### config.mk
export PLATFORM = sky130hd
export DESIGN_NAME = busca_instrucao
export DESIGN_NICKNAME = d
export VERILOG_FILES = /design/src/rtl/busca_instrucao.sv
export SDC_FILE = /design/constraint.sdc
export NUM_CORES = 1
export LEC_CHECK = 0
export ABC_AREA = 1
export BUFFER_PORTS_ARGS = -buffer_cell sky130_fd_sc_hd__clkbuf_2
export CAP_MARGIN = 20
export CORE_UTILIZATION = 45
export CTS_BUF_LIST = sky130_fd_sc_hd__clkbuf_16
export DETAILED_ROUTE_END_ITERATION = 10
export HOLD_SLACK_MARGIN = 0.05
export PLACE_DENSITY = 0.69
export RECOVER_POWER = 50
export SLEW_MARGIN = 20
export SYNTH_ARGS = -nofsm -noshare
export SYNTH_HDL_FRONTEND = slang
export SYNTH_SLANG_ARGS = --single-unit
export TNS_END_PERCENT = 5
### constraint.sdc
create_clock -name clock -period 2.1 [get_ports clock]
set_input_delay 0.105 -clock clock [delete_from_list [all_inputs] [get_ports clock]]
set_output_delay 0.105 -clock clock [all_outputs]
set_load 0.01 [all_outputs]
### src/rtl/busca_instrucao.sv
// busca_instrucao: instruction fetch stage of the 8-bit processor.
// Holds the program counter and a writable instruction memory, and presents
// one registered instruction per cycle. It accepts downstream redirects and
// freezes on halt.
// Optional feature: define BUSCA_CONTADOR_EN to add the saturating 16-bit
// fetch counter output contador_buscas.
module busca_instrucao #(
    parameter int         TAM_MEM    = 64,
    parameter logic [7:0] PC_INICIAL = 8'h00
) (
    input  logic        clock,
    input  logic        reset,
    input  logic        parar,
    input  logic        segurar,
    input  logic        desvia,
    input  logic [7:0]  endereco_desvio,
    input  logic        escreve_instr,
    input  logic [7:0]  endereco_escrita,
    input  logic [7:0]  dado_escrita,
    output logic [7:0]  instrucao,
    output logic [7:0]  endereco_atual,
    output logic        instrucao_valida,
`ifdef BUSCA_CONTADOR_EN
    output logic        parado,
    output logic [15:0] contador_buscas
`else
    output logic        parado
`endif
);

    localparam int AW = (TAM_MEM > 1) ? $clog2(TAM_MEM) : 1;

    typedef enum logic [1:0] {INICIO, BUSCANDO, PARADO} estado_t;

    estado_t    r_estado;
    logic [7:0] r_mem [0:TAM_MEM-1];
    logic [7:0] w_prox;

    // Out-of-range fetches return the halt opcode, so a runaway PC stops itself.
    function automatic logic [7:0] ler_mem(input logic [7:0] a);
        if (int'(a) < TAM_MEM) begin
            return r_mem[a[AW-1:0]];
        end
        return 8'hF0;
    endfunction

    // Next PC: a redirect target, or the current PC plus one (wraps at 8 bits).
    always_comb begin
        w_prox = desvia ? endereco_desvio : (endereco_atual + 8'd1);
    end

    // Program-load port. It is active in every state, including reset, and
    // drops out-of-range addresses. The fetch in the same cycle sees old data.
    always_ff @(posedge clock) begin
        if (escreve_instr && (int'(endereco_escrita) < TAM_MEM)) begin
            r_mem[endereco_escrita[AW-1:0]] <= dado_escrita;
        end
    end

    // Fetch FSM with registered outputs.
    always_ff @(posedge clock) begin
        if (reset) begin
            r_estado         <= INICIO;
            endereco_atual   <= PC_INICIAL;
            instrucao        <= 8'h00;
            instrucao_valida <= 1'b0;
            parado           <= 1'b0;
        end else begin
            case (r_estado)
                INICIO: begin
                    instrucao        <= ler_mem(PC_INICIAL);
                    endereco_atual   <= PC_INICIAL;
                    instrucao_valida <= 1'b1;
                    r_estado         <= BUSCANDO;
                end
                BUSCANDO: begin
                    if (parar) begin
                        instrucao_valida <= 1'b0;
                        parado           <= 1'b1;
                        r_estado         <= PARADO;
                    end else if (!segurar) begin
                        endereco_atual <= w_prox;
                        instrucao      <= ler_mem(w_prox);
                    end
                end
                PARADO: begin
                    r_estado <= PARADO;
                end
                default: begin
                    r_estado <= INICIO;
                end
            endcase
        end
    end

`ifdef BUSCA_CONTADOR_EN
    logic [15:0] r_contador;

    // Counts advancing fetch cycles and saturates at all-ones.
    always_ff @(posedge clock) begin
        if (reset) begin
            r_contador <= 16'h0000;
        end else if ((r_estado == BUSCANDO) && !parar && !segurar &&
                     (r_contador != 16'hFFFF)) begin
            r_contador <= r_contador + 16'd1;
        end
    end

    assign contador_buscas = r_contador;
`endif

endmodule
==> impl_metrics.json <==
{
  "status": "finished with violations",
  "violations": "max-capacitance violations, max-slew violations, negative setup slack",
  "dp_cells": 2877,
  "synth_top_cell_by_area": "edfxtp_1",
  "nFillCells": 4047,
  "max_freq_ghz": 0.466,
  "area_growth_syn_to_layout_pct": 21.2,
  "synth-edff-count": 512,
  "crit_fanout": 5,
  "dp_hpwl_microns": 37500,
  "power_density_mw_per_mm2": 889,
  "grt_max_degree": 70,
  "grt_pass1_wl_microns": 91800,
  "clock_latency_ps": 610,
  "setup_violations": 4,
  "power_mw": 24.4,
  "die_h_microns": 226,
  "ioPinCount": 48,
  "synth_area_leaders": "edfxtp_1, nand3_1, nand2_1",
  "synth_top_area_share": 0.678,
  "layout.cells.non_filler": 3010,
  "cts.sinks": 532,
  "synth_seq_cells": 532,
  "relSlewSlack": -0.402,
  "clk_path_buf_depth": 3,
  "rsz0062_at_grt": "yes",
  "layout-drive-gt1-share": 0.160,
  "syn_inst": 2121,
  "cts_max_level": 2,
  "routed_via_density": 5.55,
  "syn_nets": 2154,
  "first_pass_iters": 6,
  "avgSynthCellArea_sq_um": 10.7,
  "initial_utilization": 0.459,
  "min-delay-start": "endereco_desvio[5]",
  "fp.dieW_microns": 226,
  "netlist_area_sq_mm": 0.0227,
  "clockPowerShare": 0.386,
  "num_vias": 16700,
  "die_area_sq_mm": 0.0513,
  "cts_tree": "built",
  "holdWs_ps": 104,
  "irDropWorstVdd_mv": 0.805,
  "grt-ovfl-total": 0,
  "rows": 81,
  "startpoint_type": "flop",
  "synth-main-ff-cell": "edfxtp_1",
  "maxCapViolations": 7,
  "diodes": 0,
  "swShare": 0.252,
  "gp_congestion": 0.901,
  "drtAntennaViolNets": 0,
  "p_seq_frac": 0.486,
  "synth_most_common_cell": "nand2_1",
  "hp-class": "in2reg",
  "worst_r2r_path_depth": 14,
  "synth_top_cells_by_count": "nand2_1, edfxtp_1, nand3_1, inv_1, nor2_1",
  "grt_usage": 0.240,
  "wl_per_cell_microns": 21.6,
  "clock_skew_ps": 20.2,
  "intPower_mw": 18.3,
  "synthArstFlopShare": 0,
  "crit_required_ps": 2640,
  "pwr-share-comb": 0.128,
  "synthDistinctLibCells": 27,
  "worstHoldEndpoint": "endereco_atual[5]$_SDFFE_PP0P_",
  "cp.arrival_ps": 2690,
  "grt_pass1_vias": 15600,
  "synth-seq-area-share": 0.696,
  "timing.rr.end": "instrucao[2]$_SDFFE_PP0P_",
  "fin_ws_ps": -46.1,
  "clk_pin_slew_ps": 60,
  "cp_slowest_cell": "dfxtp_2",
  "drcViolationCount": 0,
  "crit_type": "reg2reg",
  "crit_top_cell": "nand3_1",
  "ys_warn_count": 0,
  "r2r_setup_slack_ps": -50,
  "holdPathStages": 5,
  "clockRootBuffer": "clkbuf_16",
  "p_sw_mw": 6.15,
  "cellLeakagePower_nw": 10.7,
  "drv_slew": 303,
  "cts_buffers": 54,
  "fin_nets": 2341,
  "fin_crit_ps": 2150,
  "timing_hold_violations_final": 0,
  "critPathMaxStageDelay_ps": 320,
  "r2r-start": "endereco_atual[1]$_SDFFE_PP0P_",
  "multiInputGateArea_sq_mm": 0.00579,
  "worst_pin_slew_ps": 2100,
  "min_period_over_period": 1.02,
  "cp-end-kind": "flop",
  "antenna_found_initial": 0,
  "drt-total-wl_microns": 65000,
  "drtIter0Drc": 2307,
  "portBuffers": 47,
  "cp_cell_sequence": "ha_2, inv_2, nand2_2, o21ai_4, buf_12, buf_8, clkbuf_16, nand3_1, nand3_1, nand3_2, nand3_2, nand3_1, nand3_1, a21oi_1",
  "dp_worst_setup_slack_ps": -120,
  "core_area_sq_mm": 0.0494,
  "seqCellArea_sq_mm": 0.0158
}
## power by group through the flow
stage | clock network (mW) | logic, mW | registers [mW]
finish | 9.42 | 3.13 | 11.9
global route | 9.94 | 3.36 | 11.9
CTS | 9.51 | 2.78 | 11.8
detailed placement | 0 | 2.66 | 12.1
global placement | 0 | 2.62 | 12.1
floorplan | 0 | 1.46 | 12.1
## registers in the layout (all words and copies together) (netlist names)
name	cells
r_mem	512
endereco_atual	8
instrucao	8
r_estado	2
instrucao_valida	1
parado	1
## cells by family (layout without fill, tap and decap cells)
| group | count (synthesis) | in the layout | share of synthesized area |
|---|---|---|---|
| buffers and inverters | 353 | 578 | 0.0637 |
| AND/OR/NAND/NOR | 1183 | 1183 | 0.226 |
| flip-flops | 532 | 532 | 0.696 |
| adder cells (fa/ha/maj) | 3 | 3 | 0.00166 |
| XOR/XNOR | 1 | 1 | 0.000387 |
| AO/OA/AOI/OAI | 49 | 49 | 0.0118 |
## final cells by class
class / count / area share
sequential: 532 / 0.574
multi-input combinational: 1236 / 0.211
timing repair buffer: 242 / 0.0882
clock buffer: 58 / 0.0528
inverter: 242 / 0.0335
tap: 664 / 0.0302
clock inverter: 36 / 0.00988
## critical path: cells and delay by family, from the launching register on
kind | cells | cell delay, ps
and+or+nand+nor | 7 | 710
adders and majority gates | 1 | 320
AOI/OAI and AO/OA | 2 | 220
DFF | 1 | 320
buffers and inverters | 4 | 510
## worst max-delay path by stage
stage	start	end	slack, ps	depth (start not counted)
floorplan	endereco_atual[0]$_SDFFE_PP0P_	instrucao[0]$_SDFFE_PP0P_	60	12
detailed placement	endereco_atual[0]$_SDFFE_PP0P_	instrucao[0]$_SDFFE_PP0P_	-120	12
global route	endereco_atual[1]$_SDFFE_PP0P_	instrucao[6]$_SDFFE_PP0P_	-120	13
finish	endereco_atual[1]$_SDFFE_PP0P_	instrucao[2]$_SDFFE_PP0P_	-50	14
global placement	endereco_atual[0]$_SDFFE_PP0P_	instrucao[7]$_SDFFE_PP0P_	-90	13
CTS	endereco_atual[0]$_SDFFE_PP0P_	instrucao[1]$_SDFFE_PP0P_	-50	12
## routing by layer
layer / wire length (microns) / part of all wire / track usage
met1: 26100 / 0.40 / 0.339
met2: 30300 / 0.47 / 0.383
met3: 6800 / 0.10 / 0.0376
met4: 1740 / 0.027 / 0.0704
met5: 0 / 0 / 0
## metrics by stage
stage / util / TNS [ps] / cell area, sq um
3_5_place_dp: 0.502 / -532 / 24800
5_1_grt: 0.557 / -835 / 27500
3_3_place_gp: 0.502 / -498 / 24800
6_report: 0.557 / -80.9 / 27500
2_1_floorplan: - / 0 / 22700
4_1_cts: 0.541 / -180 / 26700
## layout by cell type (no fill, tap or decap), drive strengths merged, types with 3 or more instances in the layout
cell,n
nand3b,5
nand2,582
a21oi,24
clkinv,25
buf,156
dlygate4sd3,7
edfxtp,512
dfxtp,20
o21ai,24
ha,3
nand3,511
clkbuf,137
nor2,70
inv,248
nor3,11
bufinv,4
## what timing repair did
| item | 4_1_cts | 5_1_grt |
|---|---|---|
| hold endpoints to repair | 76 | 0 |
| hold buffers | 7 | 0 |
| gates resized for setup | 15 | 74 |
| gates cloned | 3 | 18 |
| pin swaps | 1 | 13 |
| endpoints found under the setup margin | 8 | 8 |
| setup buffers | 1 | 10 |
(Power assumes the default switching activity.)
